### config.mk
export PLATFORM = sky130hd
export DESIGN_NAME = alu_op_sequencer
export DESIGN_NICKNAME = d
export VERILOG_FILES = /design/src/rtl/alu_pkg.sv /design/src/rtl/alu_lat_timer.sv /design/src/rtl/alu_op_sequencer.sv
export SDC_FILE = /design/constraint.sdc
export NUM_CORES = 1
export LEC_CHECK = 0
export ABC_AREA = 1
export CAP_MARGIN = 20
export CORE_ASPECT_RATIO = 1.5
export CORE_MARGIN = 8
export CORE_UTILIZATION = 43
export CTS_BUF_LIST = sky130_fd_sc_hd__clkbuf_2
export DETAILED_ROUTE_END_ITERATION = 8
export HOLD_SLACK_MARGIN = 0.02
export MAX_ROUTING_LAYER = met4
export PLACE_DENSITY_LB_ADDON = 0.05
export RECOVER_POWER = 25
export SYNTH_ARGS = -nofsm -noshare
export SYNTH_HDL_FRONTEND = slang
export SYNTH_SLANG_ARGS = --single-unit
### constraint.sdc
create_clock -name clk -period 1.87 [get_ports clk]
set_input_delay 0.374 -clock clk [delete_from_list [all_inputs] [get_ports clk]]
set_output_delay 0.374 -clock clk [all_outputs]
set_load 0.005 [all_outputs]
### src/rtl/alu_pkg.sv
// rtl/alu_pkg.sv - shared ALU opcodes, data width, state encodings and compute helper
package alu_pkg;

  localparam int DATA_W = 32;

  localparam logic [3:0] HOLD     = 4'd0;
  localparam logic [3:0] ADD      = 4'd1;
  localparam logic [3:0] SUB      = 4'd2;
  localparam logic [3:0] MUL      = 4'd3;
  localparam logic [3:0] MOD      = 4'd4;
  localparam logic [3:0] PASSATOC = 4'd5;
  localparam logic [3:0] PASSBTOC = 4'd6;
  localparam logic [3:0] INCAC    = 4'd7;
  localparam logic [3:0] DECAC    = 4'd8;
  localparam logic [3:0] RESET    = 4'd9;

  localparam logic [DATA_W-1:0] ONE = 1;

  typedef enum logic [1:0] {IDLE, ISSUE, WAIT, RESP} seq_state_t;
  typedef enum logic [1:0] {ALU_IDLE, ALU_FETCH, ALU_EXEC, ALU_WRITE} alu_state_t;

  function automatic logic op_legal(input logic [3:0] op);
    return (op >= ADD) && (op <= RESET);
  endfunction

  // Unknown codes (including HOLD) leave the result register unchanged.
  function automatic logic [DATA_W-1:0] alu_compute(input logic [3:0] op,
                                                    input logic [DATA_W-1:0] a,
                                                    input logic [DATA_W-1:0] b,
                                                    input logic [DATA_W-1:0] c);
    logic [DATA_W-1:0] r;
    r = c;
    case (op)
      ADD:      r = a + b;
      SUB:      r = a - b;
      MUL:      r = a * b;
      MOD:      r = (b == '0) ? a : a % b;
      PASSATOC: r = a;
      PASSBTOC: r = b;
      INCAC:    r = a + ONE;
      DECAC:    r = a - ONE;
      RESET:    r = '0;
      default:  r = c;
    endcase
    return r;
  endfunction

endpackage

### src/rtl/alu_lat_timer.sv
// rtl/alu_lat_timer.sv - loadable down-counter with a done flag for multi-cycle units
module alu_lat_timer #(
  parameter int W = 2
) (
  input  logic         clk,
  input  logic         rst_n,
  input  logic         load,
  input  logic [W-1:0] load_val,
  output logic         done
);

  logic [W-1:0] count;

  always_ff @(posedge clk or negedge rst_n) begin
    if (!rst_n)              count <= '0;
    else if (load)           count <= load_val;
    else if (count != '0)    count <= count - W'(1);
  end

  assign done = (count == '0);

endmodule

### src/rtl/alu_op_sequencer.sv
// rtl/alu_op_sequencer.sv - single-op command master for the ALU; ALU_SEQ_OPCHK_EN enables opcode checking
module alu_op_sequencer
  import alu_pkg::*;
#(
  parameter int ALU_LAT = 4,
  parameter int CNT_W   = 16
) (
  input  logic              clk,
  input  logic              rst_n,
  input  logic              cmd_valid,
  output logic              cmd_ready,
  input  logic [3:0]        cmd_op,
  input  logic [DATA_W-1:0] cmd_a,
  input  logic [DATA_W-1:0] cmd_b,
  output logic              rsp_valid,
  input  logic              rsp_ready,
  output logic [DATA_W-1:0] rsp_data,
  output logic              rsp_zero,
  output logic              rsp_zraw,
  output logic              rsp_err,
  output logic [CNT_W-1:0]  op_count,
  output logic              alu_enable,
  output logic [3:0]        alu_ctrl,
  output logic [DATA_W-1:0] alu_a,
  output logic [DATA_W-1:0] alu_b,
  input  logic [DATA_W-1:0] alu_c,
  input  logic              alu_z
);

  localparam int TW = (ALU_LAT > 1) ? $clog2(ALU_LAT) : 1;

  seq_state_t state, next_state;
  logic accept;
  logic illegal;
  logic timer_done;

`ifdef ALU_SEQ_OPCHK_EN
  assign illegal = !op_legal(cmd_op);
`else
  assign illegal = 1'b0;
`endif

  assign accept = cmd_valid && (state == IDLE);

  always_ff @(posedge clk or negedge rst_n) begin
    if (!rst_n) state <= IDLE;
    else        state <= next_state;
  end

  always_comb begin
    next_state = state;
    cmd_ready  = 1'b0;
    alu_enable = 1'b0;
    rsp_valid  = 1'b0;
    case (state)
      IDLE: begin
        cmd_ready = 1'b1;
        if (cmd_valid) next_state = illegal ? RESP : ISSUE;
      end
      ISSUE: begin
        alu_enable = 1'b1;
        next_state = WAIT;
      end
      WAIT: if (timer_done) next_state = RESP;
      RESP: begin
        rsp_valid = 1'b1;
        if (rsp_ready) next_state = IDLE;
      end
      default: next_state = IDLE;
    endcase
  end

  alu_lat_timer #(.W(TW)) u_timer (
    .clk      (clk),
    .rst_n    (rst_n),
    .load     (state == ISSUE),
    .load_val (TW'(ALU_LAT - 1)),
    .done     (timer_done)
  );

  // ALU inputs stay stable after issue: the ALU re-reads Control on every clock.
  always_ff @(posedge clk or negedge rst_n) begin
    if (!rst_n) begin
      alu_ctrl <= 4'b0000;
      alu_a    <= '0;
      alu_b    <= '0;
      rsp_data <= '0;
      rsp_zero <= 1'b0;
      rsp_zraw <= 1'b0;
      op_count <= '0;
    end else begin
      if (accept && !illegal) begin
        alu_ctrl <= cmd_op;
        alu_a    <= cmd_a;
        alu_b    <= cmd_b;
      end
      if (accept && illegal) begin
        rsp_data <= '0;
        rsp_zero <= 1'b1;
        rsp_zraw <= 1'b0;
      end
      if (state == WAIT && timer_done) begin
        rsp_data <= alu_c;
        rsp_zraw <= alu_z;
        rsp_zero <= (alu_c == '0);
      end
      if (state == RESP && rsp_ready) op_count <= op_count + CNT_W'(1);
    end
  end

`ifdef ALU_SEQ_OPCHK_EN
  always_ff @(posedge clk or negedge rst_n) begin
    if (!rst_n)      rsp_err <= 1'b0;
    else if (accept) rsp_err <= illegal;
  end
`else
  assign rsp_err = 1'b0;
`endif

endmodule

Word-level counts from Yosys, hierarchy flattened
Cells that the tools add are included.
- muxes and demuxes: 9
- reductions and logical operators: 9
- add/subtract/negate cells: 2
- equality and inequality tests: 6
- operators with widths (cell ; number):
    32-bit logical NOT ; 1
    16-bit by 1-bit adder with 16-bit output (second input constant) ; 1
    2-bit 2-to-1 mux ; 5
    2-bit one-hot mux with 4 select lines ; 1
    2-bit != test (second input constant) ; 3
    2-bit equality test (second input constant) ; 2
    2-bit logical NOT ; 2
    2-bit nonzero test ; 2
    1-bit logical AND ; 3
    1-bit 2-to-1 mux ; 3
    3-bit AND reduction ; 1
    2-bit by 1-bit equality test with 1-bit output (second input constant) ; 1
    2-bit by 1-bit subtractor with 2-bit output (second input constant) ; 1
- flip-flop bits (word level): 122
- input port bits: 105
- word-level logic and storage cells: 35
- output and inout bits: 122

Longest topological paths before layout
- depth in word-level cells: 3
- mapped depth: 9
- mapped depth without buffers: 9

By module
Synthesis repeated with hierarchy kept, for this count alone.
- cells, all modules: 393
- area, all modules: 5146.2 um^2
- modules (own cells, without submodules) (module ; area each (um^2) ; instances ; cells an instance ; sequential area each (um^2)):
    alu_op_sequencer ; 5026.1 ; 1 ; 376 ; 3002.9
    alu_lat_timer ; 120.1 ; 1 ; 17 ; 50.0

Least setup slack after synthesis
Ideal clock, no wire load.
- kind: register to register
- start: register state[0]
- end: register alu_a[14]
- buffers on the path: 2
- arrival time: 1.405 ns
- stages on the path, launching flop included: 7
- clock period less this slack: 1.530 ns
- data required time: 1.745 ns
- path slack: 0.340 ns
- library setup time: 0.125 ns
- cells stage by stage: dfrtp_1 -> inv_1 -> ha_1 -> nand2_1 -> buf_6 -> buf_6 -> mux2_4
- word-level cells in the longest chain between the ends: 2
- ends and longest elaborated chain (item ; RTL line ; source):
    from (decl) ; alu_op_sequencer.sv:32 ; seq_state_t state, next_state;
    from (signal assigned) ; alu_op_sequencer.sv:47 ; else state <= next_state;
    2-bit logical NOT ; alu_op_sequencer.sv:43 ; assign accept = cmd_valid && (state == IDLE);
    1-bit logical AND ; alu_op_sequencer.sv:43 ;
    to (signal assigned) ; alu_op_sequencer.sv:94 ; alu_a <= cmd_a;
    to (decl) ; alu_op_sequencer.sv:24 ; output logic [DATA_W-1:0] alu_a,
Every way passes these cells.
A chain may end at the register's enable or synchronous reset.

Worst setup path in the final report
- start: register state[1]
- end: output port rsp_valid
- word-level cells in the longest chain between the ends: 2
- ends and longest elaborated chain (item ; RTL line ; source):
    2-bit equality test ; alu_op_sequencer.sv:55 ; case (state)
    1-bit 2-to-1 mux ; alu_op_sequencer.sv:55 ;
    to (decl) ; alu_op_sequencer.sv:15 ; output logic rsp_valid,
Every way passes these cells.

==> out/results.ini <==
[outcome]
status=finished, final reports clean

[worst_setup_path]
cp.arrival_ns=1.46
r2r_start=state[0]
critPathKind=reg2out
crit_end=rsp_valid
critPathMaxFanout=2
end_kind=output pin
startpoint_type=flip-flop
r2r_setup_slack_ns=0.06
reg2reg_to=rsp_data[23]
worst_r2r_path_depth=8
startpoint=state[1]
crit_required_ns=1.50

[logic_synthesis]
netlist_instances=380
ys_ff_latch=122
yosys_warnings=0
ys_types=23
seq_area_frac_synth_pct=59.4
netlist_top_cells_area=dfrtp_1 (59%), mux2_4 (13%), mux2_2 (12%)
yosysMostFrequentCell=dfrtp_1
async_flop_share_pct=100
yosysTopAreaCell=dfrtp_1
synth_nets=491
synth_top_cells_by_count=dfrtp_1 (122), mux2_2 (53), mux2_4 (45)
synth-edff-count=0
syn_avg_cell_area_sq_um=13.5
syn_area_sq_mm=0.00514
synth_top_area_share_pct=59.4
yosys_most_used_dff=dfrtp_1

[layout]
nets=784
finalNonFillerCells=840
seq_area_sq_mm=0.00306
fin_area_sq_mm=0.00815
area_growth_pct=58.5
drive_above_1_share_pct=29.4
fill_cells=945
multi_input_area_sq_mm=0.00193

[timing]
fmax_ghz=0.544
finalCriticalPeriod_ns=1.84
tightestPinTransition_ns=0.865
drv_slew=0
final_hold_viol_count=0
skew_ns=0.0238
rsz0062_at_grt=yes
tns_ns=0
fin_crit_sh_pct=98.2
fin_ws_ns=0.0328
slew_headroom_pct=42.3
finalSetupViolCount=0

[power]
powerDensity_mw_per_mm2=1420
p_leak_nw=4.04
p_total_mw=11.6
vdd.ir_drop.worst_mv=0.715

[detailed_routing]
met2_length_um=7960
via_per_inst=4.67
wl_met3_um=989
met1_length_um=5350
highest_layer=met4
ant_nets=0
dr.pass1.iters=4
vias=3920
wl_per_cell_um=17.3
drcViolationCount=0
initialDrtViolationCount=95
finalWirelength_um=14500

[clock_tree]
clk_pin_slew_worst_paths_ns=0.19
cts.path.max_buffers=2
cts-root-buf=clkbuf_2
clock_latency_ns=0.64
htreeDepth=4
cts_tree=done
cts.sinks=122
cts_made_buffers=17

[placed_design]
gp_congestion=0.796
dpl.hpwl_um=11000
placed_cells=757
pre_cts_ws_ns=0.0728
port_buffers=225
post_dp_cell_area_sq_mm=0.00763

[hold_path]
hold_class=in2reg

[grt]
grt_pass1_vias=4368
grt-ovfl-total=0
grt_usage_pct=19.1
grt_first_pass_wirelength_um=22700
grt_start_max_net_pins=59
grt_antenna_before_repair=1

[floorplanning]
rows=49
initial_core_util_pct=43.4
die_h_um=150
die_area_sq_mm=0.0158
io_pins=227
core_sq_mm=0.0118
die_w_um=105

[job]
max_cap_violations=0

[worst max-delay path: stages, from the launching register on]
cell,delay [ns]
dfrtp_1,0.44
buf_6,0.13
ha_4,0.16
buf_6,0.11
[cells in the final DEF, fill, tap and decap left out, types with 2 or more instances in the layout]
cell type	count
nand4_1	5
buf_12	4
xnor2_1	2
dlygate4sd2_1	118
buf_4	52
nand2_1	42
dfrtp_1	120
mux2_4	45
clkbuf_2	19
ha_1	3
nand2_4	2
bufinv_16	3
ha_4	3
clkinv_2	4
o21ai_0	6
inv_1	26
nor2_1	30
dfrtp_2	2
a21oi_1	4
buf_6	5
clkinv_1	2
nor3_1	3
xor2_1	8
clkdlybuf4s50_1	103
clkinvlp_4	5
nand3_1	8
mux2_2	53
[repair_timing]
action	4_1_cts	5_1_grt
endpoints found under the hold margin	64	0
buffers inserted	37	12
hold buffers	1	0
pin swaps	2	2
gates resized for setup	146	0
setup endpoints to repair	121	22
[cell families (layout without fill, tap and decap cells)]
logic type               count (synthesis)  after routing  share of synthesized area (%)
flip-flops                             122            122                           59.4
buffers and inverters                   39            345                           3.89
AND/OR/NAND/NOR                         93             93                           7.62
adder cells (fa/ha/maj)                  6              6                           1.46
multiplexers                            98             98                           24.8
AO/OA/AOI/OAI                           11             11                           1.12
other                                    1              2                         0.0729
XOR/XNOR                                10             10                           1.70
[metrics by stage]
step	hold WS, ns	utilization (%)
4_1_cts	0.153	68.2
5_1_grt	0.219	68.8
3_5_place_dp	0.362	64.5
6_report	0.304	68.8
3_3_place_gp	0.354	64.5
2_1_floorplan	0.0784	-
[where the power goes]
group          internal [mW]  switching, mW  total (mW)
Clock                  0.728          0.971        1.70
Combinational           3.47           1.95        5.42
Sequential              3.85          0.598        4.45
Total                   8.05           3.52        11.6
[routing by layer]
layer | vias up | GRT usage (%)
li1 | 1849 | -
met1 | 1911 | 19.2
met2 | 144 | 33.2
met3 | 16 | 6.85
met4 | 0 | 6.95
met5 | - | -
[area by class of cell]
| type | instances | area share, % |
|---|---|---|
| flip-flops and latches | 122 | 37.5 |
| repair buffers | 285 | 32.1 |
| multi-input cells | 219 | 23.7 |
| well taps | 153 | 2.35 |
| clock inverters | 14 | 1.90 |
| inverters | 28 | 1.32 |
| clock buffers | 18 | 1.11 |
| diodes | 1 | 0.0307 |
[sequential cells by signal (all words and copies together) (netlist names)]
name and count:
rsp_zero 1, rsp_zraw 1, rsp_data 32, alu_a 32, u_timer.count 2, alu_b 32
alu_ctrl 4, state 2, op_count 16
[worst min-delay path by stage]
stage / cells after the start / startpoint / end
floorplan: 0 / rst_n / alu_a[0]
global placement: 1 / rst_n / alu_a[26]
detailed placement: 1 / rst_n / alu_a[30]
CTS: 2 / rst_n / rsp_data[15]
global route: 2 / cmd_b[20] / alu_b[20]
finish: 3 / alu_c[2] / rsp_data[2]
Note: power is estimated with default switching activity, not from simulation.
